$ cat src/rtl/average_pkg.sv
// Shared constants and types for the average accelerator run controller.
package average_pkg;

  localparam int unsigned CTRL_ADDR    = 32'h0;
  localparam int unsigned STATUS_ADDR  = 32'h4;
  localparam int unsigned CYCLES_ADDR  = 32'h8;
  localparam int unsigned TIMEOUT_ADDR = 32'hC;

  localparam int unsigned CTRL_START_BIT  = 0;
  localparam int unsigned CTRL_ABORT_BIT  = 1;
  localparam int unsigned CTRL_IRQ_EN_BIT = 2;

  localparam int unsigned ST_BUSY_BIT    = 0;
  localparam int unsigned ST_DONE_BIT    = 1;
  localparam int unsigned ST_TIMEOUT_BIT = 2;
  localparam int unsigned ST_ABORTED_BIT = 3;

  typedef enum logic [1:0] {
    IDLE   = 2'd0,
    LAUNCH = 2'd1,
    RUN    = 2'd2
  } run_state_t;

endpackage

$ cat src/rtl/average_run_fsm.sv
// Run sequencer: start/done handshakes with the core, cycle counter,
// timeout compare and the sticky completion flags.
module average_run_fsm
  import average_pkg::*;
#(
  parameter int unsigned CYC_W = 32
) (
  input  logic             clk,
  input  logic             arst_n,
  input  logic             i_start,
  input  logic             i_abort,
  input  logic             i_clr_done,
  input  logic             i_clr_timeout,
  input  logic             i_clr_aborted,
  input  logic [CYC_W-1:0] i_timeout_limit,
  input  logic             i_core_start_rdy,
  input  logic             i_core_done_vld,
  output run_state_t       o_state,
  output logic             o_busy,
  output logic             o_core_start_vld,
  output logic             o_core_done_rdy,
  output logic             o_done,
  output logic             o_timeout,
  output logic             o_aborted,
  output logic [CYC_W-1:0] o_cycles
);

  run_state_t       r_state;
  logic             r_busy;
  logic             r_start_vld;
  logic             r_done_rdy;
  logic             r_done;
  logic             r_timeout;
  logic             r_aborted;
  logic [CYC_W-1:0] r_cycles;

  logic w_done_hs;
  logic w_timeout_hit;

  assign w_done_hs     = (r_state == RUN) && r_done_rdy && i_core_done_vld;
  assign w_timeout_hit = (i_timeout_limit != '0) && (r_cycles == i_timeout_limit);

  // Sticky clears are applied first so a same-cycle set from the FSM wins.
  always_ff @(posedge clk or negedge arst_n) begin
    if (!arst_n) begin
      r_state     <= IDLE;
      r_busy      <= 1'b0;
      r_start_vld <= 1'b0;
      r_done_rdy  <= 1'b0;
      r_done      <= 1'b0;
      r_timeout   <= 1'b0;
      r_aborted   <= 1'b0;
      r_cycles    <= '0;
    end else begin
      if (i_clr_done)    r_done    <= 1'b0;
      if (i_clr_timeout) r_timeout <= 1'b0;
      if (i_clr_aborted) r_aborted <= 1'b0;

      case (r_state)
        IDLE: begin
          if (i_start) begin
            r_state     <= LAUNCH;
            r_busy      <= 1'b1;
            r_start_vld <= 1'b1;
            r_cycles    <= '0;
          end
        end
        LAUNCH, RUN: begin
          if (r_cycles != '1) r_cycles <= r_cycles + CYC_W'(1);
          if (w_done_hs || w_timeout_hit || i_abort) begin
            r_state     <= IDLE;
            r_busy      <= 1'b0;
            r_start_vld <= 1'b0;
            r_done_rdy  <= 1'b0;
            if (w_done_hs)          r_done    <= 1'b1;
            else if (w_timeout_hit) r_timeout <= 1'b1;
            else                    r_aborted <= 1'b1;
          end else if ((r_state == LAUNCH) && i_core_start_rdy) begin
            r_state     <= RUN;
            r_start_vld <= 1'b0;
            r_done_rdy  <= 1'b1;
          end
        end
        default: begin
          r_state     <= IDLE;
          r_busy      <= 1'b0;
          r_start_vld <= 1'b0;
          r_done_rdy  <= 1'b0;
        end
      endcase
    end
  end

  assign o_state          = r_state;
  assign o_busy           = r_busy;
  assign o_core_start_vld = r_start_vld;
  assign o_core_done_rdy  = r_done_rdy;
  assign o_done           = r_done;
  assign o_timeout        = r_timeout;
  assign o_aborted        = r_aborted;
  assign o_cycles         = r_cycles;

endmodule

$ cat src/rtl/average_run_ctrl.sv
// Average accelerator run controller: register decode, read mux and config
// snapshots. Define AVERAGE_RUN_CTRL_IRQ_EN to add the irq output and IRQ_EN bit.
module average_run_ctrl
  import average_pkg::*;
#(
  parameter int unsigned ADDR_W = 12,
  parameter int unsigned DATA_W = 32,
  parameter int unsigned CYC_W  = 32
) (
  input  logic              clk,
  input  logic              arst_n,
  input  logic [ADDR_W-1:0] addr,
  input  logic              ren,
  output logic [DATA_W-1:0] rdata,
  input  logic              wen,
  input  logic [DATA_W-1:0] wdata,
  output logic              waddr_error,
  output logic              raddr_error,
  input  logic [DATA_W-1:0] cfg_count,
  input  logic [DATA_W-1:0] cfg_index_hi,
  input  logic [DATA_W-1:0] cfg_index_lo,
  output logic [DATA_W-1:0] count_rsc_dat,
  output logic [DATA_W-1:0] index_hi_rsc_dat,
  output logic [DATA_W-1:0] index_lo_rsc_dat,
  output logic              core_start_vld,
  input  logic              core_start_rdy,
  input  logic              core_done_vld,
  output logic              core_done_rdy,
  output logic              busy
`ifdef AVERAGE_RUN_CTRL_IRQ_EN
  ,
  output logic              irq
`endif
);

  logic [DATA_W-1:0] r_rdata;
  logic              r_waddr_error;
  logic              r_raddr_error;
  logic [DATA_W-1:0] r_count;
  logic [DATA_W-1:0] r_index_hi;
  logic [DATA_W-1:0] r_index_lo;
  logic [CYC_W-1:0]  r_timeout_limit;

  logic              w_wr_ctrl;
  logic              w_wr_status;
  logic              w_wr_cycles;
  logic              w_wr_timeout;
  logic              w_start;
  logic              w_abort;
  logic              w_irq_en;
  run_state_t        w_state;
  logic              w_busy;
  logic              w_done;
  logic              w_timeout;
  logic              w_aborted;
  logic [CYC_W-1:0]  w_cycles;
  logic [DATA_W-1:0] w_ctrl_rd;
  logic [DATA_W-1:0] w_status_rd;

  assign w_wr_ctrl    = wen && (addr == ADDR_W'(CTRL_ADDR));
  assign w_wr_status  = wen && (addr == ADDR_W'(STATUS_ADDR));
  assign w_wr_cycles  = wen && (addr == ADDR_W'(CYCLES_ADDR));
  assign w_wr_timeout = wen && (addr == ADDR_W'(TIMEOUT_ADDR));
  assign w_start      = w_wr_ctrl && wdata[CTRL_START_BIT];
  assign w_abort      = w_wr_ctrl && wdata[CTRL_ABORT_BIT];

  average_run_fsm #(
    .CYC_W (CYC_W)
  ) u_fsm (
    .clk              (clk),
    .arst_n           (arst_n),
    .i_start          (w_start),
    .i_abort          (w_abort),
    .i_clr_done       (w_wr_status && wdata[ST_DONE_BIT]),
    .i_clr_timeout    (w_wr_status && wdata[ST_TIMEOUT_BIT]),
    .i_clr_aborted    (w_wr_status && wdata[ST_ABORTED_BIT]),
    .i_timeout_limit  (r_timeout_limit),
    .i_core_start_rdy (core_start_rdy),
    .i_core_done_vld  (core_done_vld),
    .o_state          (w_state),
    .o_busy           (w_busy),
    .o_core_start_vld (core_start_vld),
    .o_core_done_rdy  (core_done_rdy),
    .o_done           (w_done),
    .o_timeout        (w_timeout),
    .o_aborted        (w_aborted),
    .o_cycles         (w_cycles)
  );

`ifdef AVERAGE_RUN_CTRL_IRQ_EN
  logic r_irq_en;
  logic r_irq;

  always_ff @(posedge clk or negedge arst_n) begin
    if (!arst_n) begin
      r_irq_en <= 1'b0;
      r_irq    <= 1'b0;
    end else begin
      if (w_wr_ctrl) r_irq_en <= wdata[CTRL_IRQ_EN_BIT];
      r_irq <= r_irq_en && (w_done || w_timeout || w_aborted);
    end
  end

  assign w_irq_en = r_irq_en;
  assign irq      = r_irq;
`else
  assign w_irq_en = 1'b0;
`endif

  // Unmapped write detection and the writable timeout limit; CYCLES writes are dropped.
  always_ff @(posedge clk or negedge arst_n) begin
    if (!arst_n) begin
      r_waddr_error   <= 1'b0;
      r_timeout_limit <= '0;
    end else begin
      r_waddr_error <= wen && !(w_wr_ctrl || w_wr_status || w_wr_cycles || w_wr_timeout);
      if (w_wr_timeout) r_timeout_limit <= CYC_W'(wdata);
    end
  end

  // Config snapshot taken only when a START is actually accepted.
  always_ff @(posedge clk or negedge arst_n) begin
    if (!arst_n) begin
      r_count    <= '0;
      r_index_hi <= '0;
      r_index_lo <= '0;
    end else if (w_start && (w_state == IDLE)) begin
      r_count    <= cfg_count;
      r_index_hi <= cfg_index_hi;
      r_index_lo <= cfg_index_lo;
    end
  end

  always_comb begin
    w_ctrl_rd                   = '0;
    w_ctrl_rd[CTRL_IRQ_EN_BIT]  = w_irq_en;
    w_status_rd                 = '0;
    w_status_rd[ST_BUSY_BIT]    = w_busy;
    w_status_rd[ST_DONE_BIT]    = w_done;
    w_status_rd[ST_TIMEOUT_BIT] = w_timeout;
    w_status_rd[ST_ABORTED_BIT] = w_aborted;
  end

  // Registered read mux; an unmapped read returns zero and flags the error.
  always_ff @(posedge clk or negedge arst_n) begin
    if (!arst_n) begin
      r_rdata       <= '0;
      r_raddr_error <= 1'b0;
    end else begin
      r_raddr_error <= 1'b0;
      if (ren) begin
        case (addr)
          ADDR_W'(CTRL_ADDR):    r_rdata <= w_ctrl_rd;
          ADDR_W'(STATUS_ADDR):  r_rdata <= w_status_rd;
          ADDR_W'(CYCLES_ADDR):  r_rdata <= DATA_W'(w_cycles);
          ADDR_W'(TIMEOUT_ADDR): r_rdata <= DATA_W'(r_timeout_limit);
          default: begin
            r_rdata       <= '0;
            r_raddr_error <= 1'b1;
          end
        endcase
      end
    end
  end

  assign rdata            = r_rdata;
  assign waddr_error      = r_waddr_error;
  assign raddr_error      = r_raddr_error;
  assign count_rsc_dat    = r_count;
  assign index_hi_rsc_dat = r_index_hi;
  assign index_lo_rsc_dat = r_index_lo;
  assign busy             = w_busy;

endmodule
$ cat config.mk
export PLATFORM = sky130hd
export DESIGN_NAME = average_run_ctrl
export DESIGN_NICKNAME = d
export VERILOG_FILES = /design/src/rtl/average_pkg.sv /design/src/rtl/average_run_fsm.sv /design/src/rtl/average_run_ctrl.sv
export SDC_FILE = /design/constraint.sdc
export NUM_CORES = 1
export LEC_CHECK = 0
export CORE_MARGIN = 5
export CORE_UTILIZATION = 43
export CTS_CLUSTER_SIZE = 28
export DETAILED_ROUTE_END_ITERATION = 8
export GPL_TIMING_DRIVEN = 0
export PLACE_DENSITY = 0.84
export SLEW_MARGIN = 0
export SYNTH_ARGS = -nofsm -noshare
export SYNTH_HDL_FRONTEND = slang
export SYNTH_SLANG_ARGS = --single-unit
$ cat constraint.sdc
create_clock -name clk -period 2.1 [get_ports clk]
set_clock_uncertainty 0.15 [all_clocks]
set_input_delay 0.63 -clock clk [delete_from_list [all_inputs] [get_ports clk]]
set_output_delay 0.63 -clock clk [all_outputs]
set_load 0.005 [all_outputs]
== Yosys cells after proc, flatten, opt, wreduce, memory -nomap -nowiden ==
Cells that the tools add are included.

* Flip-flop bits (word level): 202
* Output and inout bits: 133
* Input port bits: 146

* Add/subtract/negate cells: 1
* Equal/unequal tests: 11
* Mux-type cells: 33
* Reduce and logical (&&, ||, !) cells: 31
* Bitwise gates (word level): 1

{| class="wikitable"
|+ Operators by type and width
! cell !! number
|-
| $pmux 32 s3 || 1
|-
| $mux 32 || 2
|-
| $pmux 32 s2 || 1
|-
| $add 32x1->32 const B || 1
|-
| $eq 32x32->1 || 1
|-
| $ne 32x32->1 const B || 1
|-
| $reduce_bool 32->1 || 1
|-
| $eq 12x4->1 const B || 2
|-
| $mux 1 || 22
|-
| $logic_and 1x1->1 || 15
|-
| $eq 12x3->1 const B || 1
|-
| $logic_not 12->1 || 1
|-
| $mux 2 || 3
|-
| $pmux 1 s2 || 3
|-
| $reduce_and 2->1 || 3
|-
| $logic_or 1x1->1 || 5
|-
| $ne 2x1->1 const B || 2
|-
| $pmux 2 s2 || 1
|-
| $reduce_or 4->1 || 1
|-
| $ne 3x1->1 const B || 1
|-
| $reduce_and 3->1 || 1
|-
| $eq 2x1->1 const B || 1
|-
| $eq 2x2->1 const B || 1
|-
| $logic_not 2->1 || 1
|-
| other kinds (5) || 5
|}

== Longest topological paths before layout ==
Gate-level depths: netlist of the first run.

* Word-level depth: 8
* Gate-level depth with buffers: 11

== By module ==
A second synthesis of the first run with hierarchy kept.

* Cells, all modules: 701
* Area, all modules: 9063.7 um^2

{| class="wikitable"
|+ Modules (own cells, without submodules)
! module !! area an instance (um^2) !! cells an instance !! seq. area each (um^2) !! times used
|-
| average_run_ctrl || 6436.2 || 413 || 4053.9 || 1
|-
| average_run_fsm || 2627.5 || 288 || 975.9 || 1
|}

== Least setup slack after synthesis of the first run ==
No wires, ideal clock.

* Kind: input-to-reg
* Start: input port addr[11]
* End: register r_timeout_limit[10]
* Setup slack: -279 ps
* Arrival time: 2104 ps
* Library setup time: 125 ps
* Required time: 1825 ps
* Stages on the path: 7
* Path through: nor4_4 -> and3_1 -> and3_1 -> and2_1 -> clkbuf_1 -> buf_2 -> mux2_2

* Longest elaborated chain between the ends: 2

{| class="wikitable"
|+ RTL lines
! what !! RTL line !! RTL
|-
| start, declared || average_run_ctrl.sv:12 || <nowiki>input logic [ADDR_W-1:0] addr,</nowiki>
|-
| $eq 12x4->1 || average_run_ctrl.sv:63 || <nowiki>assign w_wr_timeout = wen && (addr == ADDR_W'(TIMEOUT_ADDR));</nowiki>
|-
| $logic_and 1x1->1 || average_run_ctrl.sv:63 ||
|-
| end signal, assigned || average_run_ctrl.sv:117 || <nowiki>if (w_wr_timeout) r_timeout_limit <= CYC_W'(wdata);</nowiki>
|-
| end, declared || average_run_ctrl.sv:42 || <nowiki>logic [CYC_W-1:0] r_timeout_limit;</nowiki>
|}

No other way between the ends.
A chain may end at the register's enable or synchronous reset.

== Worst setup path in the final report of the first run ==
* Start: input port addr[2]
* End: register u_fsm.r_cycles[26] (netlist: u_fsm.o_cycles[26])

* Longest elaborated chain between the ends: 5

{| class="wikitable"
|+ RTL lines
! what !! RTL line !! RTL
|-
| $logic_not 12->1 || average_run_ctrl.sv:60 || <nowiki>assign w_wr_ctrl = wen && (addr == ADDR_W'(CTRL_ADDR));</nowiki>
|-
| $logic_and 1x1->1 || average_run_ctrl.sv:60 ||
|-
| $logic_and 1x1->1 || average_run_ctrl.sv:64 || <nowiki>assign w_start = w_wr_ctrl && wdata[CTRL_START_BIT];</nowiki>
|-
| $ne 2x2->1 (no source line) || n/a ||
|-
| $reduce_and 3->1 (no source line) || n/a ||
|-
| end signal, assigned || average_run_fsm.sv:69 || <nowiki>if (r_cycles != '1) r_cycles <= r_cycles + CYC_W'(1);</nowiki>
|-
| end, declared || average_run_fsm.sv:35 || <nowiki>logic [CYC_W-1:0] r_cycles;</nowiki>
|}

No other way between the ends.

==> PnR_summary.wiki, run 1 <==
{| class="wikitable"
! Metric !! Value
|-
| Number of DRC violations after detailed routing || 0
|-
| Class of the tightest hold or removal check || in -> async
|-
| Area grow syn2layout || 67.5%
|-
| # clock sinks || 201
|-
| Synthesized-area fraction occupied by ao, oa, aoi and oai cells || 10.8%
|-
| Clock input transition at the sequential cells of the worst setup and hold paths || 0.06 ns
|-
| H-tree depth || 1
|-
| Number of synthesized register bits || 201
|-
| Run status || finished with violations
|-
| Largest fanout on the critical path || 6
|-
| Routability congestion estimate from global placement || 0.970
|-
| Via count of the first global-routing pass || 9511
|-
| Worst path arrival time || 2.73 ns
|-
| Number of endpoints with negative hold slack in the final report || 13
|-
| Height of the die || 158 um
|-
| Number of non-filler instances in the completed layout || 1667
|-
| Initial Util || 43.4%
|-
| Final Max Tran Viols || 0
|-
| Routed length per instance || 23.6 um
|-
| Worst hold margin || -0.0361 ns
|-
| Total negative slack || -29.77 ns
|-
| Number of setup violations in the final report || 180
|-
| Most common cell after layout, fill and taps aside || sky130_fd_sc_hd__nand2_1
|-
| Internal portion of total power || 6.87 mW
|-
| Filler cell count in the final layout || 1334
|-
| Initial drt markers || 944
|-
| Residual overflow from global routing || 0
|-
| IO Count || 279
|-
| Kind of end point of the critical path || flip-flop
|-
| Area share of xor/xnor cells in the synthesized design || 2.99%
|-
| Post-synthesis sequential area ratio || 53.7%
|-
| Failing checks || hold timing, setup timing
|-
| DRT antenna net count || 0
|-
| Worst Path Required || 2.37 ns
|-
| Detailed-placement wirelength estimate || 21900 um
|-
| Sequential group share of total power || 44.4%
|-
| Largest net degree at the start of global routing || 112
|-
| Post-synth cell types || 56
|-
| Post-route standard cell area excluding fillers || 15700 um^2
|-
| Area after detailed placement || 12700 um^2
|-
| Actual slew at the worst max-slew pin || 0.739 ns
|-
| Root Driver || sky130_fd_sc_hd__clkbuf_16
|-
| Number of buffers added on ports || 277
|-
| GRT Overall Usage || 26.3%
|-
| Largest family of logic cells by synthesized area || simple AND/OR/NAND/NOR gates
|-
| Leak || 7.96 nW
|-
| Placed Cells incl. Taps || 1531
|-
| Overall power after layout || 8.78 mW
|-
| Share of synthesized cell area in full adder, half adder and majority cells || 0.667%
|-
| Area fraction in and, or, nand and nor cells after synthesis || 21.9%
|-
| First-pass DRT Iterations || 8
|-
| Mean cell area of the mapped netlist || 9.64 um^2
|-
| Leading cell types in the layout, fill and taps excluded || sky130_fd_sc_hd__nand2_1, sky130_fd_sc_hd__dfrtp_1, sky130_fd_sc_hd__dlygate4sd2_1
|-
| Number of buffers created by CTS || 24
|-
| Worst-case clock buffer depth || 3
|-
| Tightest slew margin relative to the limit || 50.7%
|-
| Critical path startpoint category || primary input
|-
| Clock insertion delay at the later pin of the skew report || 0.52 ns
|-
| Worst IR Drop VDD || 550 uV
|-
| Power dissipated by switching net loads || 1.90 mW
|-
| Standard-cell row count || 54
|-
| Unrepaired setup endpoints after global routing || true
|-
| Cell count after synthesis || 973
|-
| Nets || 1520
|-
| Multiplexer share of the synthesized area || 4.84%
|-
| Power share of the combinational group || 5.9%
|-
| Worst setup slack after placement || -1.33 ns
|-
| Area of the core region || 21600 um^2
|-
| Post-route setup slack || -0.355 ns
|-
| Area of the die || 24900 um^2
|-
| Cell area power density || 559 nW/um^2
|-
| Overall die width || 158 um
|-
| Ratio of cells with drive above 1 in the final layout || 30.3%
|-
| Number of enable flip-flop cells after synthesis || 0
|-
| Number of violations of the max-capacitance limit || 0
|-
| DRT Wirelength || 39300 um
|-
| Synth warnings || 0
|-
| Wire length of the first global-routing pass || 51800 um
|-
| Syn Std Cell Area || 9380 um^2
|-
| Period minus WS final || 2.46 ns
|-
| Antenna fix cells || 0
|-
| Fmax || 407 MHz
|-
| Share of flip-flops with an asynchronous set or reset || 100%
|-
| Final cycle utilization of the critical path || 117%
|-
| CTS tree || done
|-
| R2r worst-path depth || 9
|-
| Vias || 9732
|-
| Antenna violations before repair || 0
|-
| Number of nets in the synthesized netlist || 1124
|-
| WS Path Type || in -> reg
|-
| Power share of the clock group || 49.8%
|-
| Fraction of power spent switching nets || 21.7%
|-
| Post-DR vias/cell || 5.84
|-
| Main synth FF type || sky130_fd_sc_hd__dfrtp_1
|}
-- layer usage --
layer	up-vias	GRT usage (%)	wire length (um)
met5	-	0	0
met4	0	13.3	2970
met3	190	8.01	3870
met2	668	45.8	19600
met1	4732	29.0	12900
li1	4142	-	-
-- cells in the mapped netlist (5+ instances only) --
library cell | number | area (um^2)
sky130_fd_sc_hd__nand2b_1 | 7 | 43.8
sky130_fd_sc_hd__mux2_2 | 34 | 383
sky130_fd_sc_hd__a31oi_1 | 6 | 37.5
sky130_fd_sc_hd__buf_4 | 5 | 37.5
sky130_fd_sc_hd__buf_2 | 24 | 120
sky130_fd_sc_hd__nand3_1 | 15 | 75.1
sky130_fd_sc_hd__or4_1 | 6 | 45.0
sky130_fd_sc_hd__nand2_1 | 316 | 1190
sky130_fd_sc_hd__mux2i_1 | 6 | 60.1
sky130_fd_sc_hd__o22ai_1 | 33 | 206
sky130_fd_sc_hd__dfrtp_1 | 201 | 5030
sky130_fd_sc_hd__o31ai_1 | 38 | 285
sky130_fd_sc_hd__and2_1 | 7 | 43.8
sky130_fd_sc_hd__a21oi_1 | 12 | 60.1
sky130_fd_sc_hd__nand4_1 | 15 | 93.8
sky130_fd_sc_hd__nor2_1 | 17 | 63.8
sky130_fd_sc_hd__clkbuf_1 | 30 | 113
sky130_fd_sc_hd__xor2_1 | 32 | 280
sky130_fd_sc_hd__a22oi_1 | 33 | 248
sky130_fd_sc_hd__o21ai_0 | 9 | 45.0
sky130_fd_sc_hd__ha_1 | 5 | 62.6
sky130_fd_sc_hd__and3_1 | 7 | 43.8
sky130_fd_sc_hd__nor3_1 | 5 | 25.0
sky130_fd_sc_hd__inv_1 | 38 | 143
sky130_fd_sc_hd__nor4_1 | 17 | 106
sky130_fd_sc_hd__buf_1 | 5 | 18.8
-- state kept, by name, indices dropped and copies added, names as in the netlist, 2 cells and up --
name / cells
u_fsm.o_cycles: 32
u_fsm.o_state: 2
rdata: 32
count_rsc_dat: 32
index_hi_rsc_dat: 32
index_lo_rsc_dat: 32
r_timeout_limit: 32
-- repair_timing --
| action | in CTS | in global routing |
|---|---|---|
| gates cloned | 5 | 12 |
| resized for setup | 286 | 225 |
| pin swaps | 30 | 79 |
| endpoints found under the hold margin | 0 | 0 |
| endpoints found under the setup margin | 331 | 190 |
| hold buffers | 0 | 0 |
| setup buffers | 42 | 39 |
-- cells by family after synthesis --
| kind of cell | after synthesis |
|---|---|
| buffers and inverters | 108 |
| AOI/OAI and AO/OA | 146 |
| xor gates and xnor gates | 32 |
| and+or+nand+nor | 440 |
| DFF | 201 |
| muxes | 41 |
| adders and majority gates | 5 |
-- critical path: stages --
cell and delay [ns]:
sky130_fd_sc_hd__clkdlybuf4s50_1 0.51, sky130_fd_sc_hd__nor3b_4 0.32, sky130_fd_sc_hd__and4_1 0.27, sky130_fd_sc_hd__buf_6 0.16, sky130_fd_sc_hd__nor2_4 0.06, sky130_fd_sc_hd__buf_12 0.16, sky130_fd_sc_hd__buf_8 0.12, sky130_fd_sc_hd__nor4_4 0.25
sky130_fd_sc_hd__mux2i_1 0.24
-- power groups by stage --
stage,combinational (mW),sequential (mW),clock (mW)
global placement,0.450,3.97,0
CTS,0.479,3.89,4.39
detailed placement,0.465,3.96,0
floorplan,0.0578,3.96,0
finish,0.514,3.89,4.37
global route,0.547,3.89,4.57
-- worst paths after layout --
path,start,end,slack (ns)
setup reg to reg,u_fsm.o_state[1]$_DFFE_PN0P_,u_fsm.o_cycles[19]$_DFFE_PN0P_,-0.29
hold / removal,arst_n,rdata[9]$_DFFE_PN0P_,-0.04
min in group clk,index_lo_rsc_dat[25]$_DFFE_PN0P_,index_lo_rsc_dat[25]$_DFFE_PN0P_,0.31
hold reg to reg,index_lo_rsc_dat[25]$_DFFE_PN0P_,index_lo_rsc_dat[25]$_DFFE_PN0P_,0.31
max in group asynchronous,arst_n,index_hi_rsc_dat[7]$_DFFE_PN0P_,0.79
setup / recovery,addr[2],u_fsm.o_cycles[26]$_DFFE_PN0P_,-0.36
-- area by class of cell --
| type | instances | area [um^2] | share of cell area (%) |
|---|---|---|---|
| tap | 280 | 350 | 2.23 |
| timing repair buffer | 375 | 3740 | 23.8 |
| buffer | 64 | 699 | 4.45 |
| inverter | 39 | 148 | 0.940 |
| clock buffer | 38 | 754 | 4.81 |
| multi-input combinational | 664 | 4870 | 31.0 |
| clock inverter | 6 | 80.1 | 0.510 |
| sequential | 201 | 5050 | 32.2 |
-- metrics by stage --
step	hold WS (ns)	utilization [%]
after floorplan	0.184	-
after global placement	0.299	58.7
after detailed placement	0.304	58.8
after CTS	0.0136	66.4
after global routing	0.0156	72.6
final	-0.0361	72.6
Note: power is estimated with default switching activity, not from simulation.
==> run 2: changes to the inputs <==
--- a/config.mk
+++ b/config.mk
@@ -5,6 +5,7 @@
 export SDC_FILE = /design/constraint.sdc
 export NUM_CORES = 1
 export LEC_CHECK = 0
+export CAP_MARGIN = 10
 export CORE_MARGIN = 5
 export CORE_UTILIZATION = 43
 export CTS_CLUSTER_SIZE = 28
==> results of run 2 <==
Final layout, timing and power as in run 1 (identical DEF).
